File: src/rtl/dwt_feeder_pkg.sv
// Shared types and constants for the DWT sample feeder.
package dwt_feeder_pkg;

  // One-hot FSM encoding keeps decode trivial and makes illegal codes easy to spot.
  typedef enum logic [2:0] {
    IDLE = 3'b001,
    RUN  = 3'b010,
    DONE = 3'b100
  } state_e;

  localparam int DEF_DATA_W     = 32;
  localparam int DEF_FRAME_LEN  = 1024;
  localparam int DEF_FIFO_DEPTH = 16;
  localparam int CNT_W          = 16;

  // True when the pop about to happen is the final one of the frame.
  function automatic logic is_last_sample(input logic [CNT_W-1:0] cnt,
                                          input logic [CNT_W-1:0] last_idx);
    return (cnt == last_idx);
  endfunction

endpackage

File: src/rtl/dwt_sync_fifo.sv
// Synchronous first-word-fall-through FIFO built from a flop array.
// head is the oldest entry, head_nxt the one behind it, so the parent can
// preload its output register with the post-pop head in the same cycle.
module dwt_sync_fifo #(
  parameter int DATA_W     = 32,
  parameter int FIFO_DEPTH = 16
) (
  input  logic                          clk,
  input  logic                          rst,
  input  logic                          push,
  input  logic [DATA_W-1:0]             push_data,
  input  logic                          pop,
  output logic                          full,
  output logic                          empty,
  output logic [$clog2(FIFO_DEPTH):0]   count,
  output logic [DATA_W-1:0]             head,
  output logic [DATA_W-1:0]             head_nxt
);

  localparam int AW = $clog2(FIFO_DEPTH);
  localparam logic [AW-1:0] PTR_ONE   = AW'(1);
  localparam logic [AW:0]   CNT_ONE   = (AW+1)'(1);
  localparam logic [AW:0]   CNT_DEPTH = (AW+1)'(FIFO_DEPTH);

  logic [DATA_W-1:0] mem_r [FIFO_DEPTH];
  logic [AW-1:0]     wr_ptr_r;
  logic [AW-1:0]     rd_ptr_r;
  logic [AW:0]       count_r;
  logic              push_ok_s;
  logic              pop_ok_s;

  assign full      = (count_r == CNT_DEPTH);
  assign empty     = (count_r == {(AW+1){1'b0}});
  assign count     = count_r;
  assign push_ok_s = push && !full;
  assign pop_ok_s  = pop && !empty;
  assign head      = mem_r[rd_ptr_r];
  assign head_nxt  = mem_r[rd_ptr_r + PTR_ONE];

  // Storage array: write the incoming sample at the write pointer.
  always_ff @(posedge clk or posedge rst) begin
    if (rst) begin
      for (int i = 0; i < FIFO_DEPTH; i++) begin
        mem_r[i] <= {DATA_W{1'b0}};
      end
    end else if (push_ok_s) begin
      mem_r[wr_ptr_r] <= push_data;
    end
  end

  // Pointers wrap naturally because the depth is a power of two.
  always_ff @(posedge clk or posedge rst) begin
    if (rst) begin
      wr_ptr_r <= {AW{1'b0}};
      rd_ptr_r <= {AW{1'b0}};
    end else begin
      if (push_ok_s) wr_ptr_r <= wr_ptr_r + PTR_ONE;
      if (pop_ok_s)  rd_ptr_r <= rd_ptr_r + PTR_ONE;
    end
  end

  // Occupancy: simultaneous push and pop leaves it unchanged.
  always_ff @(posedge clk or posedge rst) begin
    if (rst) begin
      count_r <= {(AW+1){1'b0}};
    end else begin
      case ({push_ok_s, pop_ok_s})
        2'b10:   count_r <= count_r + CNT_ONE;
        2'b01:   count_r <= count_r - CNT_ONE;
        default: count_r <= count_r;
      endcase
    end
  end

endmodule

File: src/rtl/dwt_sample_feeder.sv
// Feeds buffered samples into the DWT core, one per rising edge of the
// core's ap_ready, and frames them into blocks of FRAME_LEN samples.
module dwt_sample_feeder
  import dwt_feeder_pkg::*;
#(
  parameter int FRAME_LEN  = DEF_FRAME_LEN,
  parameter int FIFO_DEPTH = DEF_FIFO_DEPTH,
  parameter int DATA_W     = DEF_DATA_W
) (
  input  logic              ap_clk,
  input  logic              ap_rst,
  input  logic              enable,
  input  logic [DATA_W-1:0] s_data,
  input  logic              s_valid,
  output logic              s_ready,
  output logic              dwt_ap_start,
  input  logic              dwt_ap_ready,
  output logic [DATA_W-1:0] dwt_data,
  output logic [31:0]       dwt_read_valid,
  output logic              frame_done,
  output logic              underrun,
  output logic [CNT_W-1:0]  sample_cnt
);

  localparam int CW = $clog2(FIFO_DEPTH) + 1;
  localparam logic [CW-1:0]    CNT_ZERO  = {CW{1'b0}};
  localparam logic [CW-1:0]    CNT_ONE   = CW'(1);
  localparam logic [CW-1:0]    CNT_DEPTH = CW'(FIFO_DEPTH);
  localparam logic [CNT_W-1:0] LAST_IDX  = CNT_W'(FRAME_LEN - 1);
  localparam logic [CNT_W-1:0] SCNT_ONE  = CNT_W'(1);

  state_e            state_r;
  state_e            state_nxt_s;
  logic              ready_dl_r;
  logic              edge_s;
  logic              push_s;
  logic              pop_s;
  logic              last_pop_s;
  logic              full_s;
  logic              empty_s;
  logic [CW-1:0]     fifo_count_s;
  logic [CW-1:0]     cnt_nxt_s;
  logic [DATA_W-1:0] head_s;
  logic [DATA_W-1:0] head_nxt_s;
  logic [DATA_W-1:0] data_nxt_s;

  logic              s_ready_r;
  logic              ap_start_r;
  logic [DATA_W-1:0] dwt_data_r;
  logic              read_valid_r;
  logic              frame_done_r;
  logic              underrun_r;
  logic [CNT_W-1:0]  sample_cnt_r;

  assign edge_s     = dwt_ap_ready && !ready_dl_r;
  assign push_s     = s_valid && s_ready_r && !full_s;
  assign pop_s      = edge_s && (state_r == RUN) && !empty_s;
  assign last_pop_s = pop_s && is_last_sample(sample_cnt_r, LAST_IDX);
  assign cnt_nxt_s  = fifo_count_s + (push_s ? CNT_ONE : CNT_ZERO)
                                   - (pop_s  ? CNT_ONE : CNT_ZERO);

  dwt_sync_fifo #(
    .DATA_W     (DATA_W),
    .FIFO_DEPTH (FIFO_DEPTH)
  ) u_fifo (
    .clk       (ap_clk),
    .rst       (ap_rst),
    .push      (push_s),
    .push_data (s_data),
    .pop       (pop_s),
    .full      (full_s),
    .empty     (empty_s),
    .count     (fifo_count_s),
    .head      (head_s),
    .head_nxt  (head_nxt_s)
  );

  // FSM state register.
  always_ff @(posedge ap_clk or posedge ap_rst) begin
    if (ap_rst) state_r <= IDLE;
    else        state_r <= state_nxt_s;
  end

  // FSM next-state logic.
  always_comb begin
    state_nxt_s = state_r;
    case (state_r)
      IDLE: begin
        if (enable && !empty_s) state_nxt_s = RUN;
        else                    state_nxt_s = IDLE;
      end
      RUN: begin
        if (last_pop_s) state_nxt_s = DONE;
        else            state_nxt_s = RUN;
      end
      DONE:    state_nxt_s = IDLE;
      default: state_nxt_s = IDLE;
    endcase
  end

  // Next value of the presented sample: the head after this edge, held when empty.
  always_comb begin
    data_nxt_s = dwt_data_r;
    if (cnt_nxt_s == CNT_ZERO) begin
      data_nxt_s = dwt_data_r;
    end else if (pop_s) begin
      if (fifo_count_s == CNT_ONE) data_nxt_s = s_data;
      else                         data_nxt_s = head_nxt_s;
    end else if (empty_s) begin
      data_nxt_s = s_data;
    end else begin
      data_nxt_s = head_s;
    end
  end

  // Delay ap_ready by one cycle for rising-edge detection.
  always_ff @(posedge ap_clk or posedge ap_rst) begin
    if (ap_rst) ready_dl_r <= 1'b0;
    else        ready_dl_r <= dwt_ap_ready;
  end

  // Registered handshake outputs, computed from next state and next occupancy.
  always_ff @(posedge ap_clk or posedge ap_rst) begin
    if (ap_rst) begin
      s_ready_r    <= 1'b0;
      ap_start_r   <= 1'b0;
      read_valid_r <= 1'b0;
      frame_done_r <= 1'b0;
      dwt_data_r   <= {DATA_W{1'b0}};
    end else begin
      s_ready_r    <= (cnt_nxt_s != CNT_DEPTH);
      ap_start_r   <= (state_nxt_s == RUN);
      read_valid_r <= (state_nxt_s == RUN) && (cnt_nxt_s != CNT_ZERO);
      frame_done_r <= (state_nxt_s == DONE);
      dwt_data_r   <= data_nxt_s;
    end
  end

  // Per-frame sample counter; cleared while leaving DONE so IDLE reads zero.
  always_ff @(posedge ap_clk or posedge ap_rst) begin
    if (ap_rst)                 sample_cnt_r <= {CNT_W{1'b0}};
    else if (state_r == DONE)   sample_cnt_r <= {CNT_W{1'b0}};
    else if (pop_s)             sample_cnt_r <= sample_cnt_r + SCNT_ONE;
    else                        sample_cnt_r <= sample_cnt_r;
  end

  // Sticky underrun flag: a consume edge in RUN found nothing to pop.
  always_ff @(posedge ap_clk or posedge ap_rst) begin
    if (ap_rst)                                       underrun_r <= 1'b0;
    else if (edge_s && (state_r == RUN) && empty_s)   underrun_r <= 1'b1;
    else                                              underrun_r <= underrun_r;
  end

  assign s_ready        = s_ready_r;
  assign dwt_ap_start   = ap_start_r;
  assign dwt_data       = dwt_data_r;
  assign dwt_read_valid = {31'd0, read_valid_r};
  assign frame_done     = frame_done_r;
  assign underrun       = underrun_r;
  assign sample_cnt     = sample_cnt_r;

endmodule

File: config.mk
export PLATFORM = sky130hd
export DESIGN_NAME = dwt_sample_feeder
export DESIGN_NICKNAME = d
export VERILOG_FILES = /design/src/rtl/dwt_feeder_pkg.sv /design/src/rtl/dwt_sync_fifo.sv /design/src/rtl/dwt_sample_feeder.sv
export SDC_FILE = /design/constraint.sdc
export NUM_CORES = 1
export LEC_CHECK = 0
export CAP_MARGIN = 0
export CORE_UTILIZATION = 57
export DETAILED_ROUTE_END_ITERATION = 8
export PLACE_DENSITY = 0.74
export SLEW_MARGIN = 30
export SYNTH_ARGS = -nofsm -noshare
export SYNTH_HDL_FRONTEND = slang
export SYNTH_SLANG_ARGS = --single-unit
File: constraint.sdc
create_clock -name ap_clk -period 39.4 [get_ports ap_clk]
set_input_delay 3.94 -clock ap_clk [delete_from_list [all_inputs] [get_ports ap_clk]]
set_output_delay 3.94 -clock ap_clk [all_outputs]
set_load 0.01 [all_outputs]
==> flow_summary_export.csv <==
group,metric,value,unit
synth,ys_seq_area_frac,0.4589,
critical_path,cp.arrival,7.98,ns
hold_path,hp-start,"underrun",
placed_design,io_buffers,89,
die,die-area,56630,um2
drt,dr_total_vias,21212,
finish,final_core_util,0.6371,
critical_path,path_buf_inv,3,
finish,final_common_cell,"dfrtp_1",
clock_tree,cts-resized-gates,0,
critical_path,r2r-start,"u_fifo.count[1]",
drt,drt_iter0_drc,1812,
critical_path,reg2regPathDepth,14,
hold_path,min_to,"underrun",
finish,final_cell_mix,"578 x dfrtp_1, 501 x mux2_2, 192 x mux4_2",
power_and_ir_drop,ir_worst_vdd,0.1194,mV
critical_path,cp_max_fo,33,
clock_tree,cts_hold_buf,0,
clock_tree,clk_pin_slew_worst_paths,0.05,ns
critical_path,cpPeakStageDelay,0.51,ns
die,fp.dieH,238.0,um
critical_path,crit_family,"simple AND/OR/NAND/NOR gates",
placed_design,dp_cells,3036,
drt,antenna_left,0,
clock_tree,cts_tree,"done",
finish,syn2layout_area_growth,10.60,%
global_route,first_global_vias,21824,
critical_path,rrSetupSlack,34.81,ns
placed_design,dp_hpwl,45330,um
power_and_ir_drop,power.total,3.214,mW
critical_path,crit_chain,"clkdlybuf4s50_1 > nor2b_1 > nand3_1 > inv_1 > ha_1 > inv_1 > ha_1 > fa_1 > or3_1 > a311oi_1 > nor2_4 > or2_4 > and2_1",
synth,synthDistinctLibCells,57,
drt,first_pass_iters,7,
power_and_ir_drop,power.density,91.56,nW/um2
sta,hold_viol,0,
job,drv_cap,0,
clock_tree,clkLatencyLatePin,0.60,ns
hold_path,min_path_cells,1,
global_route,grt_pass1_wl,130900,um
finish,drive_gt1_frac,0.3640,
power_and_ir_drop,power.leakage,14.88,nW
clock_tree,cts_sinks,582,
drt,wl_per_cell,26.78,um
die,core.rowCount,86,
global_route,antenna_found_initial,2,
placed_design,pre_cts_ws,31.36,ns
synth,synth_edf_count,0,
drt,viasPerCell,6.732,
hold_path,hold_path_class,"flip-flop to flip-flop",
sta,fmax,0.1335,GHz
critical_path,cp.required,39.88,ns
clock_tree,cts_buffer_depth,3,
finish,fin_cells,3151,
drt,drc,0,
die,die_w,238.0,um
synth,syn-cell-area,31740,um2
synth,syn_inst,2377,
placed_design,place.gp.congestion,0.8191,
finish,final_nets,2417,
sta,clock_skew,0.01770,ns
critical_path,start_kind,"primary input",
sta,setup_viol,0,
sta,period_needed,7.493,ns
sta,report.final.slew_viol_count,0,
clock_tree,postCtsSetupRepairBufs,0,
clock_tree,root_buffer,"clkbuf_16",
synth,ys_warn_count,0,
die,ioPinCount,121,
critical_path,path_depth,13,
global_route,grt_max_degree,163,
finish,fillers,4086,
clock_tree,numCtsBuffers,66,
sta,post-route-period-util,0.1902,
synth,synth.avg_cell_area,13.35,um2
critical_path,r2r_end,"read_valid_r",
status,status,"complete, no violations",
sta,worst_slew_pin_slew,1.035,ns
sta,rsz0062_at_grt,"false",
critical_path,critPathCaptureType,"flip-flop",
global_route,grt_usage,0.3050,
synth,synth-main-ff-cell,"dfrtp_1",
critical_path,cp_slowest_cell,"clkdlybuf4s50_1",
sta,slew_headroom,0.3099,
die,core_region_area,55090,um2
synth,async_flop_share,1.000,
die,initial_utilization,0.5761,
sta,final.setup.worst_slack,31.91,ns
synth,ys_ff_latch,582,
clock_tree,htree_levels,3,
global_route,grt_overflow,0,
drt,routed_wl,84400,um
critical_path,worst-setup-path-type,"primary input to flip-flop",
sta,tns,0,ns
==> metal layers <==
layer  track usage  routed length (um)
met2        0.4866               40550
met3       0.04940                6159
met4        0.1220                2960
met1        0.4204               34730
met5             0                   0
==> synth_stat cells, types with 2 or more instances <==
| cell | instances | share of area |
|---|---|---|
| nand3b_1 | 5 | 0.0012 |
| mux2i_1 | 130 | 0.041 |
| nand2b_1 | 35 | 0.0069 |
| buf_4 | 53 | 0.013 |
| nand2_1 | 50 | 0.0059 |
| inv_1 | 16 | 0.0019 |
| nor4_1 | 34 | 0.0067 |
| buf_1 | 3 | 0.00035 |
| ha_1 | 22 | 0.0087 |
| a2111oi_0 | 63 | 0.017 |
| a311oi_1 | 2 | 0.00055 |
| dfrtp_1 | 581 | 0.46 |
| xnor2_1 | 19 | 0.0052 |
| mux2_2 | 501 | 0.18 |
| mux2_1 | 11 | 0.0039 |
| a21oi_1 | 67 | 0.011 |
| a211oi_1 | 31 | 0.0073 |
| nand3_1 | 17 | 0.0027 |
| nor2b_1 | 68 | 0.013 |
| and3_1 | 67 | 0.013 |
| clkbuf_1 | 101 | 0.012 |
| o21bai_1 | 2 | 0.00047 |
| buf_6 | 9 | 0.0032 |
| o21ai_0 | 3 | 0.00047 |
| nor3_1 | 69 | 0.011 |
| nor2_1 | 54 | 0.0064 |
| nand4_1 | 12 | 0.0024 |
| buf_2 | 88 | 0.014 |
| or3b_1 | 2 | 0.00055 |
| xor2_1 | 11 | 0.0030 |
| a31oi_1 | 34 | 0.0067 |
| mux4_2 | 192 | 0.14 |
==> sequential cells by signal (all words and copies together), names as in the netlist <==
name	cells
u_fifo.mem_r	512
dwt_data	32
sample_cnt	16
u_fifo.count	5
u_fifo.rd_ptr_r	4
u_fifo.wr_ptr_r	4
state_r	3
dwt_ap_start	1
frame_done	1
read_valid_r	1
ready_dl_r	1
s_ready	1
underrun	1
==> area by class of cell <==
| cell class | instances | area, um2 | share of cell area |
|---|---|---|---|
| Inverter | 17 | 71.32 | 0.002032 |
| Antenna cell | 2 | 5.005 | 0.0001426 |
| Sequential cell | 582 | 14580 | 0.4153 |
| Clock inverter | 15 | 185.2 | 0.005276 |
| Timing Repair Buffer | 137 | 1320 | 0.03761 |
| Multi-Input combinational cell | 1553 | 16030 | 0.4568 |
| Tap cell | 748 | 935.9 | 0.02666 |
| Clock buffer | 97 | 1972 | 0.05618 |
==> metrics by stage <==
step / hold WS (ns) / instance area (um2)
after floorplan: 0.4764 / 31850
after global placement: 0.4706 / 32900
after detailed placement: 0.4845 / 32900
after CTS: 0.4969 / 35060
after global routing: 0.5204 / 35100
final: 0.4809 / 35100
==> kinds of logic after synthesis <==
| kind of cell | synth area share |
|---|---|
| buf+inv | 0.04408 |
| simple gates | 0.07230 |
| fa+ha+maj | 0.009304 |
| compound gates | 0.04703 |
| xor+xnor | 0.009304 |
| flops | 0.4589 |
| mux | 0.3589 |
| other cells | 0.0001182 |
==> report_power, final <==
group          total, mW  switching, mW  internal, mW
registers           1.11          0.230         0.880
clock network      0.617          0.245         0.372
logic               1.49          0.708         0.779
total               3.21           1.18          2.03
==> how the worst max path moves through the flow <==
stage,endpoint,startpoint,slack [ns]
2_1_floorplan,dwt_ap_start,ap_rst,19.18
5_1_grt,read_valid_r,dwt_ap_ready,31.71
3_3_place_gp,read_valid_r,dwt_ap_ready,31.09
4_1_cts,read_valid_r,dwt_ap_ready,31.96
6_report,read_valid_r,dwt_ap_ready,31.91
3_5_place_dp,read_valid_r,dwt_ap_ready,31.36
Power figures use the tool's default switching activity.
